===== config.mk =====
export PLATFORM = sky130hd
export DESIGN_NAME = snake_vga_renderer
export DESIGN_NICKNAME = d
export VERILOG_FILES = /design/src/rtl/snake_vga_renderer.sv
export SDC_FILE = /design/constraint.sdc
export NUM_CORES = 1
export LEC_CHECK = 0
export CORE_AREA = 2 2 217 219
export CTS_CLUSTER_SIZE = 10
export DETAILED_ROUTE_END_ITERATION = 7
export DIE_AREA = 0 0 219 221
export PLACE_DENSITY = 0.74
export SYNTH_ARGS = -nofsm -noshare
export SYNTH_HDL_FRONTEND = slang
export SYNTH_SLANG_ARGS = --single-unit
export TNS_END_PERCENT = 20

===== constraint.sdc =====
create_clock -name clk -period 16.7 [get_ports clk]
set_input_delay 3.34 -clock clk [delete_from_list [all_inputs] [get_ports clk]]
set_output_delay 3.34 -clock clk [all_outputs]
set_load 0.01 [all_outputs]

===== src/rtl/snake_vga_renderer.sv =====
// Raster scanner for the snake game's 20x20 board: 640x480@60Hz timing,
// tear-free per-frame snapshot of the grid, and a two-stage pixel pipeline to the DAC pins.
module snake_vga_renderer #(
    parameter int H_ACTIVE = 640,
    parameter int H_FP     = 16,
    parameter int H_SYNC   = 96,
    parameter int H_BP     = 48,
    parameter int V_ACTIVE = 480,
    parameter int V_FP     = 10,
    parameter int V_SYNC   = 2,
    parameter int V_BP     = 33,
    parameter int CELL_PX  = 24,
    parameter int X_OFFSET = 80
) (
    input  logic               clk,
    input  logic               reset,
    input  logic [19:0][19:0]  display_array,
    input  logic               gameover,
    output logic               hsync,
    output logic               vsync,
    output logic [3:0]         red,
    output logic [3:0]         green,
    output logic [3:0]         blue,
    output logic               frame_start
);
    localparam int GRID = 20;
    localparam logic [9:0] H_LAST   = 10'(H_ACTIVE + H_FP + H_SYNC + H_BP - 1);
    localparam logic [9:0] V_LAST   = 10'(V_ACTIVE + V_FP + V_SYNC + V_BP - 1);
    localparam logic [9:0] H_ACT    = 10'(H_ACTIVE);
    localparam logic [9:0] V_ACT    = 10'(V_ACTIVE);
    localparam logic [9:0] HS_START = 10'(H_ACTIVE + H_FP);
    localparam logic [9:0] HS_END   = 10'(H_ACTIVE + H_FP + H_SYNC);
    localparam logic [9:0] VS_START = 10'(V_ACTIVE + V_FP);
    localparam logic [9:0] VS_END   = 10'(V_ACTIVE + V_FP + V_SYNC);
    localparam logic [9:0] X_START  = 10'(X_OFFSET);
    localparam logic [9:0] X_END    = 10'(X_OFFSET + GRID * CELL_PX);
    localparam logic [4:0] SUB_LAST = 5'(CELL_PX - 1);
    localparam logic [4:0] CELL_LAST = 5'(GRID - 1);

    logic [9:0]        h_cnt_q, h_cnt_d, v_cnt_q, v_cnt_d;
    logic [4:0]        sub_x_q, sub_x_d, cell_x_q, cell_x_d;
    logic [4:0]        sub_y_q, sub_y_d, cell_y_q, cell_y_d;
    logic [19:0][19:0] snapshot_q, snapshot_d;
    logic              go_snap_q, go_snap_d;

    logic              s1_active_q, s1_active_d, s1_grid_q, s1_grid_d;
    logic              s1_edge_q, s1_edge_d, s1_origin_q, s1_origin_d;
    logic              s1_hsync_q, s1_hsync_d, s1_vsync_q, s1_vsync_d;
    logic [4:0]        s1_cell_x_q, s1_cell_x_d, s1_cell_y_q, s1_cell_y_d;

    logic              hsync_q, hsync_d, vsync_q, vsync_d, frame_start_q, frame_start_d;
    logic [11:0]       rgb_q, rgb_d;

    // Cell position is tracked incrementally; cell indices saturate past the grid so they stay in range.
    always_comb begin
        h_cnt_d  = h_cnt_q + 10'd1;
        v_cnt_d  = v_cnt_q;
        sub_x_d  = sub_x_q;
        cell_x_d = cell_x_q;
        sub_y_d  = sub_y_q;
        cell_y_d = cell_y_q;
        if (h_cnt_q == H_LAST) begin
            h_cnt_d  = '0;
            sub_x_d  = '0;
            cell_x_d = '0;
            if (v_cnt_q == V_LAST) begin
                v_cnt_d  = '0;
                sub_y_d  = '0;
                cell_y_d = '0;
            end else begin
                v_cnt_d = v_cnt_q + 10'd1;
                if (v_cnt_q < V_ACT) begin
                    if (sub_y_q == SUB_LAST) begin
                        sub_y_d = '0;
                        if (cell_y_q < CELL_LAST) cell_y_d = cell_y_q + 5'd1;
                    end else begin
                        sub_y_d = sub_y_q + 5'd1;
                    end
                end
            end
        end else if (h_cnt_q >= X_START) begin
            if (sub_x_q == SUB_LAST) begin
                sub_x_d = '0;
                if (cell_x_q < CELL_LAST) cell_x_d = cell_x_q + 5'd1;
            end else begin
                sub_x_d = sub_x_q + 5'd1;
            end
        end
    end

    always_comb begin
        snapshot_d = snapshot_q;
        go_snap_d  = go_snap_q;
        if (h_cnt_q == 10'd0 && v_cnt_q == V_ACT) begin
            snapshot_d = display_array;
            go_snap_d  = gameover;
        end
    end

    always_comb begin
        s1_active_d = (h_cnt_q < H_ACT) && (v_cnt_q < V_ACT);
        s1_grid_d   = s1_active_d && (h_cnt_q >= X_START) && (h_cnt_q < X_END);
        s1_edge_d   = (sub_x_q == 5'd0) || (sub_y_q == 5'd0);
        s1_cell_x_d = cell_x_q;
        s1_cell_y_d = cell_y_q;
        s1_hsync_d  = !((h_cnt_q >= HS_START) && (h_cnt_q < HS_END));
        s1_vsync_d  = !((v_cnt_q >= VS_START) && (v_cnt_q < VS_END));
        s1_origin_d = (h_cnt_q == 10'd0) && (v_cnt_q == 10'd0);
    end

    always_comb begin
        rgb_d = 12'h000;
        if (!s1_active_q)
            rgb_d = 12'h000;
        else if (!s1_grid_q)
            rgb_d = 12'h444;
        else if (snapshot_q[s1_cell_y_q][s1_cell_x_q])
            rgb_d = go_snap_q ? 12'hF00 : 12'h0F0;
        else if (s1_edge_q)
            rgb_d = 12'h002;
        hsync_d       = s1_hsync_q;
        vsync_d       = s1_vsync_q;
        frame_start_d = s1_origin_q;
    end

    always_ff @(posedge clk or posedge reset) begin
        if (reset) begin
            h_cnt_q       <= '0;
            v_cnt_q       <= '0;
            sub_x_q       <= '0;
            cell_x_q      <= '0;
            sub_y_q       <= '0;
            cell_y_q      <= '0;
            snapshot_q    <= '0;
            go_snap_q     <= 1'b0;
            s1_active_q   <= 1'b0;
            s1_grid_q     <= 1'b0;
            s1_edge_q     <= 1'b0;
            s1_cell_x_q   <= '0;
            s1_cell_y_q   <= '0;
            s1_hsync_q    <= 1'b1;
            s1_vsync_q    <= 1'b1;
            s1_origin_q   <= 1'b0;
            hsync_q       <= 1'b1;
            vsync_q       <= 1'b1;
            rgb_q         <= '0;
            frame_start_q <= 1'b0;
        end else begin
            h_cnt_q       <= h_cnt_d;
            v_cnt_q       <= v_cnt_d;
            sub_x_q       <= sub_x_d;
            cell_x_q      <= cell_x_d;
            sub_y_q       <= sub_y_d;
            cell_y_q      <= cell_y_d;
            snapshot_q    <= snapshot_d;
            go_snap_q     <= go_snap_d;
            s1_active_q   <= s1_active_d;
            s1_grid_q     <= s1_grid_d;
            s1_edge_q     <= s1_edge_d;
            s1_cell_x_q   <= s1_cell_x_d;
            s1_cell_y_q   <= s1_cell_y_d;
            s1_hsync_q    <= s1_hsync_d;
            s1_vsync_q    <= s1_vsync_d;
            s1_origin_q   <= s1_origin_d;
            hsync_q       <= hsync_d;
            vsync_q       <= vsync_d;
            rgb_q         <= rgb_d;
            frame_start_q <= frame_start_d;
        end
    end

    assign hsync       = hsync_q;
    assign vsync       = vsync_q;
    assign red         = rgb_q[11:8];
    assign green       = rgb_q[7:4];
    assign blue        = rgb_q[3:0];
    assign frame_start = frame_start_q;
endmodule

# Word-level counts from Yosys, hierarchy flattened
# Index checks and enable logic that the tools add are counted.
# totals
reg_bits	472
word_cells	110
output_inout_bits	15
inputBits	403
# classes
mux	25
n_reduce_logical	23
eq_ne	5
magnitude_cmp	12
n_addsub	6
# op_table
operator	n
20-bit binary-select mux with 5-bit select	1
5-bit 2-to-1 mux	14
12-bit 2-to-1 mux	4
10-bit less-than comparator, second input constant	3
10-bit by 1-bit adder with 10-bit output, second input constant	2
5-bit by 1-bit adder with 5-bit output, second input constant	4
10-bit equality test, second input constant	2
10-bit zero test	2
10-bit by 9-bit less-than comparator with 1-bit output, second input constant	2
10-bit 2-to-1 mux	2
20-bit 2-to-1 mux	1
5-bit by 6-bit less-than comparator with 1-bit output, second input constant	2
2-bit nonzero test	6
10-bit by 9-bit equality test with 1-bit output, second input constant	1
5-bit equality test, second input constant	2
10-bit >= comparator, second input constant	1
10-bit by 7-bit >= comparator with 1-bit output, second input constant	1
10-bit by 9-bit >= comparator with 1-bit output, second input constant	1
5-bit zero test	2
5-bit less-than comparator, second input constant	2
1-bit logical AND	7
1-bit binary-select mux with 5-bit select	1
4-bit AND reduction	1
3-bit AND reduction	1
5 further kinds	6

# Logic depth before layout (Yosys ltp)
# logic_depth
ltp_word	7
mapped_depth	12
mapped_depth_nobuf	8

# Worst setup path before layout
# No wires, ideal clock.
# synth_timing
path_kind	flip-flop to output port
startpoint	register rgb_q[7] (netlist name)
endpoint	output green[1]
arrival_time_ps	553
setup_slack_ps	12807
path_stages_with_launch	2
path_buffers	1
cell_sequence	dfrtp_1 -> buf_4
# synth_lines
item	line_no	text
end, declared	22	output logic [3:0] green,

==> metrics.md <==
| Metric | Value |
|---|---|
| Status | `completed` |
| Worst setup SP type | `primary input` |
| GRT Overall Usage | `23.7%` |
| DR pass1 iterations | `5` |
| Post-synthesis cell type count | `between 70 and 80` |
| Area added between synthesis and finish | `28.4%` |
| Vias in the first global route | `14934` |
| Final Max Tran Viols | `0` |
| Clk sinks | `466` |
| Final worst path period share | `30.0%` |
| Later-pin clock latency in the skew report | `0.60 ns` |
| Vias per cell | `5.51` |
| YS warnings | `0` |
| Global-route wire length before repair | `87500 um` |
| Skew final | `around 0.023 ns` |
| Area occupied by registers | `11700 sq um` |
| Final hold viol count | `0` |
| Hpwl dp | `around 40000 um` |
| Largest net degree at the start of global routing | `205` |
| Syn Inst Count | `1439` |
| TritonCTS clock tree | `done` |
| H-Tree Depth | `2` |
| Measured slew at the worst slew-check pin | `1.18 ns` |
| Root Buffer | `clkbuf_16` |
| EDFF count, synth | `0` |
| Max frequency | `199 MHz` |
| # port buffers | `415` |
| Setup CP Type | `primary input to asynchronous set/reset pin` |
| Die Y-Extent | `about 220 um` |
| GRT overflow | `0` |
| Initial antenna violation count | `13` |
| Final hold slack | `0.349 ns` |
| Area of the multi-input gates | `9080 sq um` |
| Power Density | `84.7 nW/um^2` |
| Arrival @ worst endpoint | `5.57 ns` |
| CP endpoint kind | `asynchronous set/reset pin` |
| Ys async rst share | `100%` |
| Worst-path clk slew | `0.06 ns` |
| Leakage | `about 12 nW` |
| Finished Layout Cells | `about 2500` |
| # fillers | `3656` |
| Share of layout cells above drive strength 1 | `between 30% and 40%` |
| GPL Wtd Cong | `0.813` |
| Rows | `79` |
| Final core utilization | `59.6%` |
| Max-cap viol count | `0` |
| Most common flop cell mapped by yosys | `dfrtp_1` |
| Antenna-violating nets left | `0` |
| Slew HR | `21.3%` |
| Setup TNS | `0 ns` |
| Core Area | `46100 sq um` |
| Die footprint | `just under 50000 sq um` |
| VDD IR max | `between 0.06 and 0.07 mV` |
| Detailed-route via count | `roughly 14000` |
| Min-Delay Path Class | `flop to flop` |
| # placed instances | `2381` |
| CTS Hold Bufs | `0` |
| DRC Markers | `0` |
| Seq cells post-synth | `approximately 470` |
| RSZ-0062 raised after global routing | `false` |
| Setup bufs post-CTS | `0` |
| Initial DRC Count | `898` |
| DRT Wirelength | `57000 um` |
| IO Count | `418` |
| Crit Path Max Fanout | `between 100 and 150` |
| Seq/Total Area, Yosys | `54.5%` |
| WP data required | `17.26 ns` |
| Routed wire length per instance | `23.0 um` |
| Minimum clock period | `between 5 and 6 ns` |
| Count of final setup violators | `0` |
| Nets@finish | `between 2000 and 2500` |
| Max Root-Sink Buffers | `3` |
| Syn avg cell area | `14.9 sq um` |
| Mapped Area | `roughly 21000 sq um` |
| CTS buffer count | `54` |
| Initial Util | `between 40 and 50%` |
| Die width | `219 um` |
| Post_cts resized | `0` |
| Pwr Total | `2.33 mW` |
## synthesized netlist by cell type (8+ instances only)
| cell type | instances | area, sq um |
|---|---|---|
| dfrtp_1 | 462 | 11600 |
| mux2_2 | 426 | 4800 |
| mux4_2 | 69 | 1550 |
| buf_2 | 50 | 250 |
| nand2_1 | 43 | 161 |
| nor2_1 | 36 | 135 |
| mux2i_1 | 35 | 350 |
| o21ai_0 | 23 | 115 |
| nand3_1 | 22 | 110 |
| clkbuf_1 | 16 | 60.1 |
| a22oi_1 | 14 | 105 |
| inv_1 | 14 | 52.6 |
| a21oi_1 | 13 | 65.1 |
| buf_4 | 13 | 97.6 |
| mux4_1 | 12 | 315 |
| xor2_1 | 11 | 96.3 |
| ha_1 | 10 | 125 |
| and3_1 | 9 | 56.3 |
| nand2b_1 | 9 | 56.3 |
| nand4_1 | 8 | 50.1 |
| nor3_1 | 8 | 40.0 |
## cell usage in the layout, fill, tap and decap left out, drive strengths merged, types with 11 or more instances in the layout
cell type,count
a21oi,13
a22oi,14
buf,15
clkbuf,74
clkdlybuf4s50,415
dfrtp,462
diode,13
inv,15
mux2,426
mux2i,35
mux4,81
nand2,43
nand3,22
nor2,37
o21ai,24
xor2,11
## cells by family after synthesis
logic type                 Yosys count  share of synthesized area [%]
muxes                              542                           32.8
DFF                                466                           54.5
and+or+nand+nor                    179                           4.42
AOI/OAI and AO/OA                  112                           3.82
buffers and inverters              111                           3.10
xor gates and xnor gates            18                          0.737
adders and majority gates           10                          0.585
other                                1                         0.0175
## path summary, 6_finish.rpt
path                                start              end  slack, ns  cells after the start
setup / recovery                    reset   snapshot_q[53]      11.69                      3
hold / removal              frame_start_d      frame_start       0.35                      0
setup reg to reg           s1_cell_y_q[0]        rgb_q[10]      12.89                      8
hold reg to reg             frame_start_d      frame_start       0.35                      0
max in group clk                    hsync            hsync      11.72                      1
min in group asynchronous           reset  snapshot_q[309]       3.34                      2
## registers in the layout, indices dropped and copies added (netlist names), 5 cells and up
name	cells
v_cnt_q	10
sub_x_q	5
cell_y_q	5
snapshot_q	400
sub_y_q	5
s1_cell_x_q	5
cell_x_q	5
rgb_q	6
h_cnt_q	10
s1_cell_y_q	5
## through the flow
step           setup WS, ns  cell area [sq um]
2_1_floorplan         0.371              21400
5_1_grt               11.36              27500
4_1_cts               11.62              27400
3_3_place_gp          11.05              25900
3_5_place_dp          10.99              25900
6_report              11.69              27500
## layer usage
| metal | global-route usage [%] | vias up | share of wire, % |
|---|---|---|---|
| met2 | 39.3 | 400 | 49 |
| met5 | 0 | - | 0.042 |
| met3 | 7.34 | 94 | 7.7 |
| met1 | 29.8 | 6989 | 41 |
| li1 | - | 6138 | - |
| met4 | 7.48 | 4 | 2.7 |
## power breakdown
group	internal, mW	switching (mW)
sequential	1.13	0
combinational	0.0828	0.0367
clock	0.635	0.442
total	1.85	0.479
## worst max-delay path: stages
cell and delay [ns]:
clkdlybuf4s50_1 0.50, inv_8 0.64, buf_4 0.90
## area by class of cell
type	instances	share of cell area (%)
Multi-Input combinational cell	863	33.1
Inverter	15	0.232
Clock buffer	74	5.38
Timing Repair Buffer	430	15.7
Tap cell	607	2.77
Sequential cell	466	42.5
Antenna cell	13	0.118
Clock inverter	4	0.269
No activity file was read; power rests on OpenSTA's default activity.
